<file path="src/rtl/uart_tx_arbiter.sv">
// uart_tx_arbiter: round-robin arbiter that lets NUM_REQ requesters share one uart_tx.
// Each requester presents a byte with a valid bit. The winner's byte is handed to
// uart_tx, and the requester receives a one-cycle ack once the byte has gone out.
// After reset, a drain period lets any byte already in uart_tx finish before the
// next grant.
//
//   state    | meaning
//   ---------+-----------------------------------------------------------------
//   DRAIN    | after reset: wait out one full uart frame so uart_tx is back in LISTEN
//   IDLE     | waiting for a request while uart_tx reports not-complete
//   SEND     | byte handed to uart_tx, txSend held high until txComplete
//   RELEASE  | ack issued, waiting for uart_tx to drop txComplete
//
// All outputs are registered. The next-state logic below computes the next value
// of every output, and the state register captures those values on the clock edge.
module uart_tx_arbiter #(
    parameter int NUM_REQ      = 4,
    parameter int CLKS_PER_BIT = 139,
    parameter int WORDBITS     = 8
) (
    input  logic                       clock,
    input  logic                       reset,
    input  logic [NUM_REQ-1:0]         reqValid,
    input  logic [8*NUM_REQ-1:0]       reqData,
    output logic [NUM_REQ-1:0]         reqAck,
    output logic [7:0]                 txData,
    output logic                       txSend,
    input  logic                       txComplete,
    output logic [$clog2(NUM_REQ)-1:0] grantId,
    output logic                       busy
);

    localparam int ID_W         = $clog2(NUM_REQ);
    // One full frame (start + WORDBITS + stop) plus margin for the handshake return.
    localparam int DRAIN_CYCLES = (WORDBITS + 2) * CLKS_PER_BIT + 2;
    localparam int CNT_W        = $clog2(DRAIN_CYCLES + 1);

    localparam logic [CNT_W-1:0] DRAIN_LAST  = CNT_W'(DRAIN_CYCLES - 1);
    localparam logic [ID_W:0]    NUM_REQ_EXT = (ID_W + 1)'(NUM_REQ);
    localparam logic [ID_W-1:0]  LAST_ID     = ID_W'(NUM_REQ - 1);

    typedef enum logic [1:0] {
        ST_DRAIN   = 2'd0,
        ST_IDLE    = 2'd1,
        ST_SEND    = 2'd2,
        ST_RELEASE = 2'd3
    } state_t;

    state_t             state;
    state_t             state_nxt;
    logic [CNT_W-1:0]   drain_cnt;
    logic [CNT_W-1:0]   drain_cnt_nxt;
    logic [ID_W-1:0]    last_grant;
    logic [ID_W-1:0]    last_grant_nxt;
    logic [ID_W-1:0]    grant_nxt;
    logic [NUM_REQ-1:0] ack_nxt;
    logic [7:0]         data_nxt;
    logic               send_nxt;
    logic               busy_nxt;

    logic               win_found;
    logic [ID_W-1:0]    win_idx;
    logic [ID_W:0]      search_pos;

    // Round-robin search: start one past the last grant, search upward and wrap at NUM_REQ.
    // The lowest candidate in that order with its valid bit set wins.
    always_comb begin
        win_found  = 1'b0;
        win_idx    = '0;
        search_pos = '0;
        for (int k = 1; k <= NUM_REQ; k++) begin
            search_pos = {1'b0, last_grant} + (ID_W + 1)'(k);
            if (search_pos >= NUM_REQ_EXT) begin
                search_pos = search_pos - NUM_REQ_EXT;
            end
            if (!win_found && reqValid[search_pos[ID_W-1:0]]) begin
                win_found = 1'b1;
                win_idx   = search_pos[ID_W-1:0];
            end
        end
    end

    // Next-state and next-output logic. txSend and reqAck default low, so each is
    // driven high only in the state where it applies.
    always_comb begin
        state_nxt      = state;
        drain_cnt_nxt  = drain_cnt;
        last_grant_nxt = last_grant;
        grant_nxt      = grantId;
        data_nxt       = txData;
        send_nxt       = 1'b0;
        ack_nxt        = '0;
        case (state)
            ST_DRAIN: begin
                if (drain_cnt == DRAIN_LAST) begin
                    state_nxt     = ST_IDLE;
                    drain_cnt_nxt = '0;
                end else begin
                    drain_cnt_nxt = drain_cnt + CNT_W'(1);
                end
            end
            ST_IDLE: begin
                // A high txComplete means uart_tx has not finished its handshake yet.
                if (!txComplete && win_found) begin
                    state_nxt      = ST_SEND;
                    send_nxt       = 1'b1;
                    data_nxt       = reqData[{win_idx, 3'b000} +: 8];
                    grant_nxt      = win_idx;
                    last_grant_nxt = win_idx;
                end
            end
            ST_SEND: begin
                if (txComplete) begin
                    state_nxt        = ST_RELEASE;
                    ack_nxt[grantId] = 1'b1;
                end else begin
                    send_nxt = 1'b1;
                end
            end
            ST_RELEASE: begin
                if (!txComplete) begin
                    state_nxt = ST_IDLE;
                end
            end
            default: begin
                state_nxt = ST_DRAIN;
            end
        endcase
        busy_nxt = (state_nxt != ST_IDLE);
    end

    // State and output registers. Reset forces the drain state and drops any transfer
    // in flight, so no ack is issued for it.
    always_ff @(posedge clock) begin
        if (reset) begin
            state      <= ST_DRAIN;
            drain_cnt  <= '0;
            txSend     <= 1'b0;
            txData     <= '0;
            reqAck     <= '0;
            busy       <= 1'b1;
            grantId    <= '0;
            last_grant <= LAST_ID;
        end else begin
            state      <= state_nxt;
            drain_cnt  <= drain_cnt_nxt;
            txSend     <= send_nxt;
            txData     <= data_nxt;
            reqAck     <= ack_nxt;
            busy       <= busy_nxt;
            grantId    <= grant_nxt;
            last_grant <= last_grant_nxt;
        end
    end

endmodule

</file>
<file path="config.mk">
export PLATFORM = sky130hd
export DESIGN_NAME = uart_tx_arbiter
export DESIGN_NICKNAME = d
export VERILOG_FILES = /design/src/rtl/uart_tx_arbiter.sv
export SDC_FILE = /design/constraint.sdc
export NUM_CORES = 1
export LEC_CHECK = 0
export BUFFER_PORTS_ARGS = -buffer_cell sky130_fd_sc_hd__buf_2
export CORE_ASPECT_RATIO = 0.75
export CORE_MARGIN = 2
export CORE_UTILIZATION = 53
export DETAILED_ROUTE_END_ITERATION = 16
export PLACE_DENSITY = 0.84
export SLEW_MARGIN = 40
export SYNTH_ARGS = -nofsm -noshare
export SYNTH_HDL_FRONTEND = slang
export SYNTH_SLANG_ARGS = --single-unit
</file>
<file path="constraint.sdc">
create_clock -name clock -period 4.9 [get_ports clock]
set_input_delay 0.245 -clock clock [delete_from_list [all_inputs] [get_ports clock]]
set_output_delay 0.245 -clock clock [all_outputs]
set_load 0.03 [all_outputs]
</file>
## Yosys cells after proc, flatten, opt, wreduce, memory -nomap -nowiden

Cells that the tools add are included.

| operators by class | value |
|---|---|
| add/subtract/negate cells | 9 |
| magnitude comparators | 10 |
| equality and inequality tests | 5 |
| shift-type cells | 1 |
| muxes and demuxes | 31 |
| bitwise operators | 2 |
| reduce and logical (&&, ||, !) cells | 12 |

Operator list:

| operator | number |
|---|---|
| $shiftx 32x6->8 | 1 |
| $mux 2 | 12 |
| $lt 2x3->1 const B | 5 |
| $ge 3x3->1 const B | 4 |
| $add 11x1->11 const B | 1 |
| $eq 11x11->1 const B | 1 |
| $mux 1 | 11 |
| $mux 11 | 1 |
| $bmux 1 s2 | 4 |
| $pmux 2 s4 | 1 |
| $sub 2x1->2 const B | 4 |
| $add 2x2->3 const B | 2 |
| $logic_and 1x1->1 | 5 |
| $eq 2x2->1 const B | 2 |
| $logic_not 1->1 | 4 |
| $add 2x1->3 const B | 1 |
| $add 2x3->3 const B | 1 |
| $reduce_or 3->1 | 1 |
| $demux 1 s2 | 1 |
| $eq 2x1->1 const B | 1 |
| $ge 2x1->1 const B | 1 |
| $logic_not 2->1 | 1 |
| $ne 2x1->1 const B | 1 |
| $not 1->1 | 2 |
| other kinds (2) | 2 |

| word-level totals | value |
|---|---|
| flip-flop bits (word level) | 31 |
| output and inout bits | 16 |
| logic and storage cells | 78 |

## Longest topological paths before layout

Gate-level depths: netlist of run 1.

| logic depth | value |
|---|---|
| word-level depth | 19 |
| depth in mapped cells | 8 |

## Least setup slack after synthesis of run 1

Ideal clock, no wire load.

| timing | value |
|---|---|
| path kind | register -> register |
| from | register state[0] |
| to | register drain_cnt[0] |
| library setup time | 0.138 ns |
| arrival | 1.445 ns |
| setup slack | 3.318 ns |
| stages on the path, launching flop included | 7 |
| buffers on the path | 1 |
| clock period less this slack | 1.582 ns |
| cells stage by stage | dfxtp_1 -> inv_1 -> ha_1 -> clkbuf_1 -> nand4_1 -> o21bai_1 -> nor2_1 |

| between the ends | value |
|---|---|
| word-level cells in the longest chain between the ends | 1 |

Ends and longest elaborated chain:

| what | RTL line | RTL |
|---|---|---|
| start, declared | 49 | `state_t state;` |
| start signal, assigned | 145 | `state <= state_nxt;` |
| $logic_not 2->1 | 93 | `case (state)` |
| end signal, assigned | 146 | `drain_cnt <= drain_cnt_nxt;` |
| end, declared | 51 | `logic [CNT_W-1:0] drain_cnt;` |

No other way between the ends.
A chain may end at the register's enable or synchronous reset.

## Worst setup path in the final report of run 1

| timing | value |
|---|---|
| from | register state[1] |
| to | register txData[4] |

| between the ends | value |
|---|---|
| word-level cells in the longest chain between the ends | 2 |

Ends and longest elaborated chain:

| what | RTL line | RTL |
|---|---|---|
| $eq 2x1->1 | 93 |  |
| $reduce_and 2->1 (no line) | - |  |
| end signal, assigned | 148 | `txData <= data_nxt;` |
| end, declared | 26 | `output logic [7:0] txData,` |

No other way between the ends.

==> results.tsv, run 1 <==
stage	metric	value	unit
clocking	clk sink count	31	
finish	area grow syn2layout	23.85	%
critical_path	CP max stage cell	or3_1	
yosys	FF+latch count, synth	31	
place	PortBufs	54	
yosys	async set or reset register ratio after synthesis	0	%
global_routing	first-pass GRT wire length	5851	microns
critical_path	Worst path max stage delay	570	ps
routing	Via density	5.479	
floorplan	die height	51.66	microns
yosys	Post-synth EDFFs	0	
global_routing	largest net degree at the start of global routing	24	
sta	unrepaired setup endpoints after global routing	no	
sta	fin crit share	39.90	%
pwr	P_leak	0.9185	nW
clocking	root buffer cell	clkbuf_8	
floorplan	Die X	67.55	microns
clocking	Hold-fix buffers, CTS	0	
sta	final setup violation count	0	
yosys	Avg Inst Size Synth	9.788	sq um
yosys	Ys Warns	0	
clocking	Reg clk slew, reported paths	70	ps
critical_path	critical path class	flop to flop	
sta	Slew Limit Fails	0	
sta	hold slack	266.5	ps
global_routing	initial antenna violation count	0	
worst_hold_path	Hold WC Path Type	input pin to flop	
routing	Pre-antenna DRT Iters	4	
clocking	worst-case clock buffer depth	2	
worst_hold_path	Hold Path Sink	txData[6]	
yosys	Distinct cells, synth	44	
pwr	sequential share of power	42.2	%
critical_path	reg2reg start	state[1]	
critical_path	reg2reg path depth	5	
clocking	Setup Buffers After CTS	0	
global_routing	Tot GR Track Use	22.90	%
yosys	Synth Cell Area	1605	sq um
finish	post-route insts no fill	257	
sta	Max-Slew Margin vs Limit	52.81	%
yosys	sequential fraction of the synthesis area	38.66	%
critical_path	Crit. End Element	flop	
sta	Worst-Margin Slew	706.4	ps
clocking	CTS buffer count	5	
critical_path	Crit Path Max Fanout	16	
routing	Residual DRC	0	
flow_run	maxcap violations	0	
floorplan	Core ar.	2914	sq um
routing	drt total wl	3694	microns
sta	Total Negative Setup Slacks	0	ps
clocking	H-tree depth	2	
floorplan	die area	3490	sq um
pwr	Sw Pwr	0.1776	mW
critical_path	FF-to-FF End	txData[4]	
clocking	CTS tree	done	
floorplan	Initial Util	55.09	%
pwr	PD cells	334.8	nW/um^2
pwr	VDD IR max	0.2322	mV
pwr	Net Sw Frac	26.68	%
floorplan	FP Rows	17	
global_routing	number of global-route vias before repair	1282	
pwr	total power	0.6657	mW
place	hpwl dp	2679	microns
critical_path	critical-path cell list	inv_1 -> ha_1 -> nand3_4 -> or3_1 -> o221ai_1	
sta	highest clock rate	511.5	MHz
place	Inst Count DP	249	
yosys	Mapped Cells	164	
floorplan	Ports	55	
place	Placed Area	1871	sq um
pwr	Internal	0.4880	mW
clocking	post-CTS sizing	0	
routing	DRT iter0 DRCs	63	
finish	Fillers	244	
outcome	outcome	complete, no violations	
critical_path	CP startpoint kind	flop	
finish	Final nets	263	
finish	share of cells above drive strength 1	32.88	%
sta	final hold violation count	0	
clocking	worst-skew pair later-pin latency	280	ps
pwr	Clk pwr share	39.2	%
sta	Clock Skew	4.008	ps
global_routing	grt total ovfl	0	
finish	Ant. Diodes	0	
worst_hold_path	Hold Crit Depth	3	
finish	fin area	1988	sq um
routing	antenna viol nets, final	0	
yosys	Syn Nets	209	
routing	Avg WL per Cell	14.37	microns
yosys	most used flip-flop cell after synthesis	dfxtp_1	
pwr	combinational power share	18.6	%
routing	Vias	1408	
critical_path	Worst EP required	5090	ps
worst_hold_path	Worst Hold Launch	reqData[30]	
place	gpl congestion	0.8754	
critical_path	Worst EP arrival	2150	ps
sta	minimum clock period	1955	ps
critical_path	reg2reg setup slack	2940	ps
## flip-flops by register name (all words and copies together), names as in the netlist
register    cells
busy            1
drain_cnt      11
grantId         2
last_grant      2
reqAck          4
state           2
txData          8
txSend          1
## per-stage QoR
stage                     worst slack (ps)  util [%]
after global placement                3105     64.19
after floorplan                       3318         -
after global routing                  2809     68.23
final                                 2945     68.23
after detailed placement              3011     64.19
after CTS                             2960     68.23
## worst max path at each step
stage / startpoint / endpoint / slack [ps] / cells after the start
2_1_floorplan: state[0] / drain_cnt[0] / 3320 / 6
3_3_place_gp: state[1] / txData[4] / 3100 / 5
3_5_place_dp: state[1] / txData[4] / 3010 / 5
4_1_cts: state[1] / txData[4] / 2960 / 5
5_1_grt: state[1] / txData[4] / 2810 / 5
6_report: state[1] / txData[4] / 2940 / 5
## cell families (layout without fill, tap and decap cells)
group	Yosys count	after routing	synth area share (%)
mux	18	18	11.22
flops	31	31	38.66
compound gates	26	26	12.31
fa+ha+maj	6	6	4.676
buf+inv	10	65	3.975
simple gates	63	63	23.70
xor+xnor	10	10	5.456
## critical path: cells and delay by family (launching register included)
family | cells | cell delay (ps)
flops | 1 | 350
simple gates | 2 | 810
fa+ha+maj | 1 | 310
buf+inv | 1 | 110
compound gates | 1 | 280
## metal layers
layer	vias to the layer above	share of wire, %	GRT usage (%)
met3	7	5.5	6.494
li1	705	-	-
met4	0	1.4	11.90
met2	38	45	33.17
met1	658	48	30.76
met5	-	0	0
## power by group through the flow
stage                     registers (mW)  clock network [mW]  logic [mW]
final                              0.281               0.261       0.124
after global routing               0.283               0.280       0.136
after CTS                          0.280               0.264       0.124
after detailed placement           0.286                   0       0.122
after global placement             0.286                   0       0.119
after floorplan                    0.295                   0      0.0821
## cells in the mapped netlist (2+ instances only)
cell | n | area, sq um
buf_2 | 2 | 10.01
inv_1 | 3 | 11.26
nand3_1 | 5 | 25.02
and3_1 | 2 | 12.51
xor2_1 | 7 | 61.31
clkbuf_1 | 3 | 11.26
nor2b_1 | 3 | 18.77
dfxtp_1 | 31 | 620.6
ha_1 | 6 | 75.07
nor4b_1 | 2 | 17.52
xnor2_1 | 3 | 26.28
nor2_1 | 18 | 67.56
o21bai_1 | 2 | 15.01
o221ai_1 | 8 | 70.07
nand2_1 | 9 | 33.78
mux2i_1 | 18 | 180.2
nand3b_1 | 8 | 60.06
a21oi_1 | 5 | 25.02
nand4_1 | 3 | 18.77
a31oi_1 | 2 | 12.51
## layout make-up
type	count	area, sq um	area share [%]
clock buffer	6	82.58	4.154
clock inverter	2	35.03	1.762
inverter	3	11.26	0.5664
multi-input combinational	123	920.9	46.32
sequential	31	620.6	31.21
tap	38	47.55	2.391
timing repair buffer	54	270.3	13.59
## cell usage in the layout (no fill, tap or decap), types with 2 or more instances in the layout
| cell type | synthesis | routed |
|---|---|---|
| buf_2 | 2 | 54 |
| dfxtp_1 | 31 | 31 |
| nor2_1 | 18 | 18 |
| mux2i_1 | 18 | 18 |
| nand2_1 | 9 | 9 |
| nand3b_1 | 8 | 8 |
| o221ai_1 | 8 | 8 |
| xor2_1 | 7 | 7 |
| ha_1 | 6 | 6 |
| clkbuf_8 | 0 | 6 |
| a21oi_1 | 5 | 5 |
| nand3_1 | 5 | 5 |
| inv_1 | 3 | 3 |
| nor2b_1 | 3 | 3 |
| nand4_1 | 3 | 3 |
| xnor2_1 | 3 | 3 |
| and3_1 | 2 | 2 |
| o21bai_1 | 2 | 2 |
| a31oi_1 | 2 | 2 |
| nor4b_1 | 2 | 2 |
Note: power is estimated with default switching activity, not from simulation.
==> run 2, diff against run 1 <==
CORE_UTILIZATION = 49   (was 53)
PLACE_DENSITY = 0.78   (was 0.84)
clock period = 2 ns   (was 4.9 ns; I/O delays follow)
==> results.tsv, run 2 (synthesis gave the netlist of run 1 again) <==
stage	metric	value	unit	change
place	gpl congestion	0.8960		was 0.8754
sta	Worst-Margin Slew	371.5	ps	was 706.4 ps
sta	Total Negative Setup Slacks	0	ps	unchanged
clocking	root buffer cell	clkbuf_8		unchanged
sta	Clock Skew	8.427	ps	was 4.008 ps
global_routing	first-pass GRT wire length	5561	microns	was 5851 microns
pwr	combinational power share	18.6	%	about the same
pwr	Sw Pwr	0.4292	mW	was 0.1776 mW
clocking	CTS tree	done		unchanged
global_routing	initial antenna violation count	0		unchanged
pwr	sequential share of power	42.3	%	was 42.2%
clocking	Setup Buffers After CTS	0		unchanged
global_routing	number of global-route vias before repair	1287		was 1282
finish	top flop regs	drain_cnt: 11 flops, txData: 8 flops, reqAck: 4 flops		unchanged
sta	minimum clock period	1848	ps	was 1955 ps
global_routing	Tot GR Track Use	19.30	%	was 22.90%
finish	share of cells above drive strength 1	33.48	%	was 32.88%
clocking	CTS buffer count	5		unchanged
pwr	PD cells	812.9	nW/um^2	was 334.8 nW/um^2
finish	post-route insts no fill	259		was 257
routing	antenna viol nets, final	0		unchanged
global_routing	grt total ovfl	0		unchanged
floorplan	FP Rows	17		unchanged
finish	Fillers	242		was 244
sta	highest clock rate	541.3	MHz	was 511.5 MHz
place	Inst Count DP	251		was 249
routing	drt total wl	3618	microns	was 3694 microns
floorplan	Die X	70.09	microns	was 67.55 microns
pwr	Net Sw Frac	26.35	%	was 26.68%
clocking	H-tree depth	2		unchanged
routing	Avg WL per Cell	13.97	microns	was 14.37 microns
routing	Vias	1435		was 1408
worst_hold_path	Hold WC Path Type	input pin to flop		unchanged
sta	final setup violation count	0		unchanged
finish	Final nets	265		was 263
pwr	P_leak	0.9280	nW	was 0.9185 nW
floorplan	Initial Util	52.78	%	was 55.09%
floorplan	Core ar.	3042	sq um	was 2914 sq um
floorplan	Ports	55		unchanged
finish	area grow syn2layout	24.79	%	was 23.85%
routing	Via density	5.541		was 5.479
finish	commonest non-fill, non-tap cell in the layout	buf_2		unchanged
outcome	outcome	complete, no violations		unchanged
sta	Max-Slew Margin vs Limit	75.23	%	was 52.81%
sta	final hold violation count	0		unchanged
routing	Pre-antenna DRT Iters	4		unchanged
clocking	post-CTS sizing	0		unchanged
critical_path	Worst EP required	2190	ps	was 5090 ps
routing	DRT iter0 DRCs	26		was 63
finish	Largest register FFs	11		unchanged
clocking	Hold-fix buffers, CTS	0		unchanged
clocking	worst-case clock buffer depth	2		unchanged
pwr	Clk pwr share	39.1	%	was 39.2%
finish	Most flops, register	drain_cnt		unchanged
finish	Ant. Diodes	0		unchanged
floorplan	die area	3755	sq um	was 3490 sq um
critical_path	Crit. End Element	flop		unchanged
critical_path	CP startpoint kind	flop		unchanged
pwr	VDD IR max	0.5290	mV	was 0.2322 mV
critical_path	Crit Path Max Fanout	16		unchanged
clocking	worst-skew pair later-pin latency	280	ps	about the same
global_routing	largest net degree at the start of global routing	24		unchanged
clocking	Reg clk slew, reported paths	70	ps	about the same
sta	fin crit share	92.38	%	was 39.90%
critical_path	critical path class	flop to flop		unchanged
place	hpwl dp	2802	microns	was 2679 microns
place	PortBufs	54		unchanged
pwr	Internal	1.199	mW	was 0.4880 mW
critical_path	Worst EP arrival	2040	ps	was 2150 ps
finish	most frequent cells in the layout	buf_2, dfxtp_1, nor2_1, mux2i_1, nand2_1		unchanged
sta	unrepaired setup endpoints after global routing	no		unchanged
routing	Residual DRC	0		unchanged
flow_run	maxcap violations	0		unchanged
sta	Slew Limit Fails	0		unchanged
clocking	clk sink count	31		unchanged
floorplan	die height	53.57	microns	was 51.66 microns
run 2: cell types whose count changed in the layout (fill, tap and decap cells not counted):
cell and delta:
buf_4 +2
run 2: layer usage:
metal / vias up / global-route usage, % / wire length, microns
met5: - / 0 / 0
met4: 0 / 10.90 / 82
met3: 9 / 5.993 / 236
met2: 44 / 34.44 / 1800
met1: 673 / 21.10 / 1499
li1: 709 / - / -
run 2: metrics by stage:
stage	power, mW	util (%)	setup WS, ps	instance area (sq um)	hold slack [ps]
after floorplan	0.9238	-	417.5	1605	181.2
after global placement	0.9884	61.99	294.4	1886	397.7
after detailed placement	1.006	61.99	158.3	1886	416.2
after CTS	1.648	65.86	142.5	2003	118.1
after global routing	1.703	65.86	2.702	2003	129.6
final	1.628	65.86	152.5	2003	125.9
run 2: critical path, stage by stage (launching register included):
cell      delay (ps)
dfxtp_1          350
inv_1            110
ha_1             290
nand3_4          230
or3_1            540
o221ai_1         240
run 2: final timing paths:
path,startpoint,end,slack (ps),cells past startpoint
hold reg to reg,txData[3],txData[3],510,2
setup reg to reg,state[1],txData[2],150,5
setup / recovery,state[1],txData[2],150,5
hold / removal,reqData[30],txData[6],130,3
run 2: layout make-up:
type | count | area (sq um) | area share [%]
flip-flops and latches | 31 | 620.6 | 30.98
clock inverters | 2 | 35.03 | 1.749
well taps | 38 | 47.55 | 2.374
multi-input cells | 123 | 920.9 | 45.97
repair buffers | 56 | 285.3 | 14.24
clock buffers | 6 | 82.58 | 4.122
inverters | 3 | 11.26 | 0.5621
run 2: power groups by stage:
stage | combinational [mW] | clock (mW) | sequential, mW
after global routing | 0.333 | 0.677 | 0.693
after floorplan | 0.201 | 0 | 0.723
after CTS | 0.306 | 0.654 | 0.689
final | 0.303 | 0.636 | 0.689
after detailed placement | 0.304 | 0 | 0.702
after global placement | 0.290 | 0 | 0.699
